**config.mk**
```make
export PLATFORM = sky130hd
export DESIGN_NAME = o_feature_writeback
export DESIGN_NICKNAME = d
export VERILOG_FILES = /design/src/rtl/o_feature_writeback_pkg.sv /design/src/rtl/o_feature_writeback_word_fifo.sv /design/src/rtl/o_feature_writeback.sv
export SDC_FILE = /design/constraint.sdc
export NUM_CORES = 2
export LEC_CHECK = 0
export CORE_MARGIN = 2
export CORE_UTILIZATION = 40
export CTS_CLUSTER_DIAMETER = 120
export DETAILED_ROUTE_END_ITERATION = 16
export PLACE_DENSITY_LB_ADDON = 0.3
export SLEW_MARGIN = 0
export SYNTH_ARGS = -nofsm -noshare
export SYNTH_HDL_FRONTEND = slang
export SYNTH_SLANG_ARGS = --single-unit
```
**constraint.sdc**
```tcl
create_clock -name clk -period 16.9 [get_ports clk]
set_input_delay 2.535 -clock clk [delete_from_list [all_inputs] [get_ports clk]]
set_output_delay 2.535 -clock clk [all_outputs]
set_load 0.03 [all_outputs]
```
**src/rtl/o_feature_writeback_pkg.sv**
```systemverilog
// Shared definitions for the feature writeback stage: FSM encoding and the
// elements-per-word derivation.
package o_feature_writeback_pkg;

  typedef enum logic [1:0] {
    WB_IDLE  = 2'd0,
    WB_RUN   = 2'd1,
    WB_DRAIN = 2'd2,
    WB_DONE  = 2'd3
  } wb_state_t;

  localparam int WB_COUNT_WIDTH = 8;

  function automatic int calc_pack(input int data_bus_width, input int in_width);
    return data_bus_width / in_width;
  endfunction

endpackage

```
**src/rtl/o_feature_writeback_word_fifo.sv**
```systemverilog
// Synchronous word FIFO with show-ahead head output. A push into a full FIFO
// is only taken when a pop happens at the same edge.
module wb_word_fifo #(
  parameter int WIDTH = 128,
  parameter int AW    = 3
) (
  input  logic             clk,
  input  logic             rst,
  input  logic             i_push,
  input  logic [WIDTH-1:0] i_wdata,
  input  logic             i_pop,
  output logic             o_full,
  output logic             o_empty,
  output logic [WIDTH-1:0] o_head
);

  localparam int DEPTH = 1 << AW;

  logic [WIDTH-1:0] r_mem [DEPTH];
  logic [AW:0]      r_wr_ptr;
  logic [AW:0]      r_rd_ptr;
  logic             w_do_push;
  logic             w_do_pop;

  // Pointers carry one extra wrap bit so full and empty are distinguishable.
  assign o_empty   = (r_wr_ptr == r_rd_ptr);
  assign o_full    = (r_wr_ptr[AW] != r_rd_ptr[AW]) &&
                     (r_wr_ptr[AW-1:0] == r_rd_ptr[AW-1:0]);
  assign w_do_pop  = i_pop && !o_empty;
  assign w_do_push = i_push && (!o_full || w_do_pop);
  assign o_head    = r_mem[r_rd_ptr[AW-1:0]];

  always_ff @(posedge clk or posedge rst) begin
    if (rst) begin
      r_wr_ptr <= '0;
      r_rd_ptr <= '0;
    end else begin
      if (w_do_push) r_wr_ptr <= r_wr_ptr + (AW+1)'(1);
      if (w_do_pop)  r_rd_ptr <= r_rd_ptr + (AW+1)'(1);
    end
  end

  always_ff @(posedge clk) begin
    if (w_do_push) r_mem[r_wr_ptr[AW-1:0]] <= i_wdata;
  end

endmodule

```
**src/rtl/o_feature_writeback.sv**
```systemverilog
// Packs the scaled feature stream into bus-width words, buffers them and writes
// them to feature memory over a valid/ready port, one job per start pulse.
module o_feature_writeback
  import o_feature_writeback_pkg::*;
#(
  parameter int IN_WIDTH        = 16,
  parameter int DATA_BUS_WIDTH  = 128,
  parameter int FIFO_ADDR_WIDTH = 3,
  parameter int ADDR_WIDTH      = 16
) (
  input  logic                      clk,
  input  logic                      rst,
  input  logic                      wb_enable,
  input  logic [ADDR_WIDTH-1:0]     wb_dst_addr,
  input  logic [7:0]                wb_count,
  input  logic [IN_WIDTH-1:0]       feature_in,
  input  logic                      feature_valid,
  output logic                      in_ready,
  output logic [DATA_BUS_WIDTH-1:0] o_data,
  output logic [ADDR_WIDTH-1:0]     o_addr,
  output logic                      o_wr_en,
  input  logic                      o_ready,
  output logic                      wb_done,
  output logic                      overflow,
  output logic                      busy
);

  localparam int PACK = calc_pack(DATA_BUS_WIDTH, IN_WIDTH);
  localparam int EW   = (PACK > 1) ? $clog2(PACK) : 1;
  localparam logic [EW-1:0] LAST_ELEM = EW'(PACK - 1);

  wb_state_t r_state, w_next_state;

  logic [ADDR_WIDTH-1:0]              r_load_addr;
  logic [7:0]                         r_count;
  logic [7:0]                         r_acc_cnt;
  logic [7:0]                         r_kept_cnt;
  logic [7:0]                         r_wr_cnt;
  logic [EW-1:0]                      r_elem_cnt;
  logic [DATA_BUS_WIDTH-IN_WIDTH-1:0] r_pack;
  logic                               r_overflow;
  logic [DATA_BUS_WIDTH-1:0]          r_o_data;
  logic [ADDR_WIDTH-1:0]              r_o_addr;
  logic                               r_o_wr_en;

  logic                      w_start;
  logic                      w_accept;
  logic                      w_word_done;
  logic                      w_last_word;
  logic                      w_pop;
  logic                      w_write;
  logic                      w_drop;
  logic                      w_fifo_full;
  logic                      w_fifo_empty;
  logic [DATA_BUS_WIDTH-1:0] w_fifo_head;
  logic [DATA_BUS_WIDTH-1:0] w_word;

  assign in_ready    = (r_state == WB_RUN) && (r_acc_cnt < r_count);
  assign w_start     = (r_state == WB_IDLE) && wb_enable;
  assign w_accept    = feature_valid && in_ready;
  assign w_word_done = w_accept && (r_elem_cnt == LAST_ELEM);
  assign w_last_word = w_word_done && (r_acc_cnt == r_count - 8'd1);
  assign w_word      = {feature_in, r_pack};
  // The output register takes a new word whenever it is empty or being drained.
  assign w_pop       = !w_fifo_empty && (!r_o_wr_en || o_ready);
  assign w_write     = r_o_wr_en && o_ready;
  assign w_drop      = w_word_done && w_fifo_full && !w_pop;

  assign o_data   = r_o_data;
  assign o_addr   = r_o_addr;
  assign o_wr_en  = r_o_wr_en;
  assign overflow = r_overflow;
  assign wb_done  = (r_state == WB_DONE);
  assign busy     = (r_state != WB_IDLE);

  wb_word_fifo #(
    .WIDTH (DATA_BUS_WIDTH),
    .AW    (FIFO_ADDR_WIDTH)
  ) u_fifo (
    .clk     (clk),
    .rst     (rst),
    .i_push  (w_word_done),
    .i_wdata (w_word),
    .i_pop   (w_pop),
    .o_full  (w_fifo_full),
    .o_empty (w_fifo_empty),
    .o_head  (w_fifo_head)
  );

  always_comb begin
    w_next_state = r_state;
    case (r_state)
      WB_IDLE:  if (wb_enable) w_next_state = (wb_count == 8'd0) ? WB_DONE : WB_RUN;
      WB_RUN:   if (w_last_word) w_next_state = WB_DRAIN;
      // Dropped words are never written, so completion compares against kept words.
      WB_DRAIN: if (r_wr_cnt == r_kept_cnt) w_next_state = WB_DONE;
      WB_DONE:  w_next_state = WB_IDLE;
      default:  w_next_state = WB_IDLE;
    endcase
  end

  always_ff @(posedge clk or posedge rst) begin
    if (rst) r_state <= WB_IDLE;
    else     r_state <= w_next_state;
  end

  always_ff @(posedge clk or posedge rst) begin
    if (rst) begin
      r_count    <= '0;
      r_acc_cnt  <= '0;
      r_kept_cnt <= '0;
      r_wr_cnt   <= '0;
      r_elem_cnt <= '0;
      r_pack     <= '0;
      r_overflow <= 1'b0;
    end else if (w_start) begin
      r_count    <= wb_count;
      r_acc_cnt  <= '0;
      r_kept_cnt <= '0;
      r_wr_cnt   <= '0;
      r_elem_cnt <= '0;
      r_overflow <= 1'b0;
    end else begin
      if (w_word_done) begin
        r_elem_cnt <= '0;
        r_acc_cnt  <= r_acc_cnt + 8'd1;
        if (w_drop) r_overflow <= 1'b1;
        else        r_kept_cnt <= r_kept_cnt + 8'd1;
      end else if (w_accept) begin
        r_elem_cnt <= r_elem_cnt + EW'(1);
        for (int s = 0; s < PACK - 1; s++) begin
          if (r_elem_cnt == EW'(s)) r_pack[s*IN_WIDTH +: IN_WIDTH] <= feature_in;
        end
      end
      if (w_write) r_wr_cnt <= r_wr_cnt + 8'd1;
    end
  end

  always_ff @(posedge clk or posedge rst) begin
    if (rst) begin
      r_load_addr <= '0;
      r_o_data    <= '0;
      r_o_addr    <= '0;
      r_o_wr_en   <= 1'b0;
    end else begin
      if (w_start) r_load_addr <= wb_dst_addr;
      else if (w_pop) r_load_addr <= r_load_addr + ADDR_WIDTH'(1);
      if (w_pop) begin
        r_o_wr_en <= 1'b1;
        r_o_data  <= w_fifo_head;
        r_o_addr  <= r_load_addr;
      end else if (w_write) begin
        r_o_wr_en <= 1'b0;
      end
    end
  end

endmodule

```
==> impl_metrics.py <==
metrics = {
    "status": {
        "status": "complete, no violations",
    },
    "floorplan": {
        "num_rows": 131,
        "die_h_um": 362,
        "die_w_um": 362,
        "dieArea_um2": 131000,
        "start_util_pct": 40.3,
        "coreArea_um2": 128000,
        "io_pins": 194,
    },
    "cts": {
        "cts-root-buf": "clkbuf_16",
        "cts_hold_buf": 0,
        "htree_levels": 4,
        "cts_buffers": 138,
        "cts_resized": 0,
        "cts_sinks": 1343,
        "clk_latency_ns": 0.73,
        "cts_tree": "done",
        "cts_setup_buffers": 0,
        "cts_buffer_depth": 3,
        "clk_transition_reported_paths_ns": 0.06,
    },
    "sta": {
        "rsz0062_at_grt": "no",
        "tightest_slew_ns": 1.22,
        "finalCriticalPeriod_ns": 5.90,
        "fin_crit_sh_pct": 34.9,
        "finClkSkew_ns": 0.0264,
        "relSlewSlack_pct": 18.5,
        "clock.fmax_mhz": 169,
        "slew_violations": 0,
        "setup-violations-final": 0,
        "hold_violations": 0,
        "setup_ws_ns": 11.00,
    },
    "drt": {
        "top_layer": "met4",
        "wirelength_um": 113000,
        "first_iter_violations": 2070,
        "wl_met1_um": 49100,
        "route.met3.wl_um": 6100,
        "vias": 24500,
        "avgViaCountPerCell": 5.29,
        "ant_nets": 0,
        "post_drt_wl_per_cell_um": 24.4,
        "dr.pass1.iters": 5,
        "remaining_drc_errors": 0,
        "dr_wl_met2_um": 55300,
    },
    "grt": {
        "grt_start_max_net_pins": 133,
        "antenna_found_initial": 13,
        "grt_overflow": 0,
        "first_global_vias": 26200,
        "grt_pass1_wl_um": 168000,
        "globalRouteTotalUtil_pct": 17.4,
    },
    "power_and_ir_drop": {
        "ir_drop_uv": 163,
        "leakagePower_nw": 20.6,
        "p_per_area_nw_per_um2": 169,
    },
    "layout": {
        "layout_common_cells": "edfxtp_1, dfrtp_1, mux4_2",
        "final_cells": 4631,
        "num-fill-cells": 10600,
        "layout_commonest_cell": "edfxtp_1",
        "drive_gt1_share_pct": 21.9,
        "area_growth_pct": 16.1,
        "nNetsFinal": 2922,
    },
    "critical_path": {
        "worstPathRequired_ns": 14.37,
        "arrival_ns": 3.37,
        "path_class": "reg2out",
        "cp_max_fo": 6,
        "regToRegStartpoint": "r_count[1]",
        "cp-startpoint": "r_count[1]",
        "cpMaxStageDelayCell": "clkdlybuf4s50_1",
        "cp_slowest_stage_delay_ns": 0.75,
        "start_kind": "flop",
        "cp-end-kind": "output port",
        "crit_path_cell_trace": "inv_1 > ha_1 > nor2b_1 > o211ai_1 > a41oi_1 > nor3_1 > clkdlybuf4s50_1",
    },
    "synthesis": {
        "ys_types": 50,
        "yosysWarnings": 0,
        "synthArstFlopShare_pct": 23.8,
        "synthesis.area_per_instance_um2": 19.6,
        "synth_fp_nets": 2692,
        "ys.flop_type": "edfxtp_1",
        "seq_area_frac_synth_pct": 75.4,
        "syn_area_um2": 51400,
        "synth-seq-cells": 1343,
        "synth-edff-count": 1024,
        "syn_inst": 2621,
    },
    "flow_run": {
        "maxCapViolCount": 0,
    },
    "placement": {
        "dp_slack_ns": 10.39,
        "hpwl_um": 58900,
        "place_inst": 4373,
        "port_buffers": 193,
        "gp_congestion": 0.767,
    },
    "min_path": {
        "hold_class": "reg2reg",
        "holdCritStartpoint": "o_addr[2]",
    },
}
[registers in the layout, indices dropped and copies added (netlist names)]
register and count:
u_fifo.r_mem 1024, o_data 128, r_pack 112, o_addr 16, r_load_addr 16, r_acc_cnt 8, r_count 8, r_kept_cnt 8
r_wr_cnt 8, u_fifo.r_rd_ptr 4, u_fifo.r_wr_ptr 4, r_elem_cnt 3, r_state 2, o_wr_en 1, overflow 1
[cells in the mapped netlist, types with 6 or more instances]
master    count  area [um2]
nand3_1      14        70.1
mux2_4       30         450
mux2i_1     131        1310
edfxtp_1   1024       30700
mux4_2      256        5770
inv_1        20        75.1
a21oi_1       6        30.0
nand4_1      16         100
nor3_1       15        75.1
xor2_1       27         236
nor4_1        8        50.1
buf_1        10        37.5
buf_2        50         250
clkbuf_1     61         229
o21ai_0     153         766
nor2_1       37         139
xnor2_1      35         307
dfrtp_1     319        7980
mux2_2       82         923
buf_6         9         101
nand2_1     228         856
ha_1         26         325
[per-stage QoR]
step / util, % / instance area (um2) / TNS [ns] / hold WS, ns / power, mW
after global routing: 46.8 / 59600 / 0 / 0.501 / 10.6
after detailed placement: 43.2 / 55100 / 0 / 0.466 / 7.22
after CTS: 46.8 / 59600 / 0 / 0.488 / 10.2
final: 46.8 / 59600 / 0 / 0.479 / 10.1
after global placement: 43.2 / 55100 / 0 / 0.467 / 7.15
after floorplan: - / 51400 / -132.35 / 0.460 / 6.24
[power breakdown]
part,leakage (nW),switching (mW),internal (mW)
logic,5.29,1.41,1.18
registers,13.0,0.420,4.09
clock network,2.25,1.22,1.78
[logic make-up (layout without fill, tap and decap cells)]
kind of cell / after synthesis / after routing / share of synthesized area [%]
other: 0 / 4 / 0
multiplexers: 499 / 499 / 16.5
XOR/XNOR: 62 / 62 / 1.06
buffers and inverters: 152 / 496 / 1.38
flip-flops: 1343 / 1343 / 75.4
adder cells (fa/ha/maj): 26 / 26 / 0.633
AND/OR/NAND/NOR: 360 / 360 / 3.22
AO/OA/AOI/OAI: 179 / 179 / 1.83
[path summary, 6_finish.rpt]
kind                                        to  slack, ns  cells past startpoint
max                                   in_ready      11.00                      7
min                                  o_addr[2]       0.48                      2
max reg2reg                u_fifo.r_mem[7][59]      12.28                      9
min reg2reg                          o_addr[2]       0.48                      2
max in group asynchronous           r_pack[59]      12.36                      4
min in group asynchronous          o_data[121]       2.42                      2
[critical path, delay by kind of cell (launching register included)]
| kind | cells | cell delay (ns) |
|---|---|---|
| AOI/OAI and AO/OA | 2 | 0.50 |
| adders and majority gates | 1 | 0.29 |
| buffers and inverters | 2 | 0.86 |
| DFF | 1 | 0.42 |
| and+or+nand+nor | 2 | 0.56 |
[area by class of cell]
| type | count | area (um2) | area share, % |
|---|---|---|---|
| antenna | 4 | 10.0 | 0.0168 |
| clock buffer | 194 | 4080 | 6.84 |
| clock inverter | 60 | 485 | 0.814 |
| inverter | 20 | 87.6 | 0.147 |
| multi-input combinational | 1126 | 12000 | 20.1 |
| sequential | 1343 | 38700 | 65.0 |
| tap | 1662 | 2080 | 3.49 |
| timing repair buffer | 222 | 2170 | 3.64 |
[metal layers]
metal	up-vias	global-route usage [%]
li1	10800	-
met4	0	4.95
met3	138	2.98
met2	649	28.5
met1	12900	24.0
met5	-	0
Power figures use the tool's default switching activity.
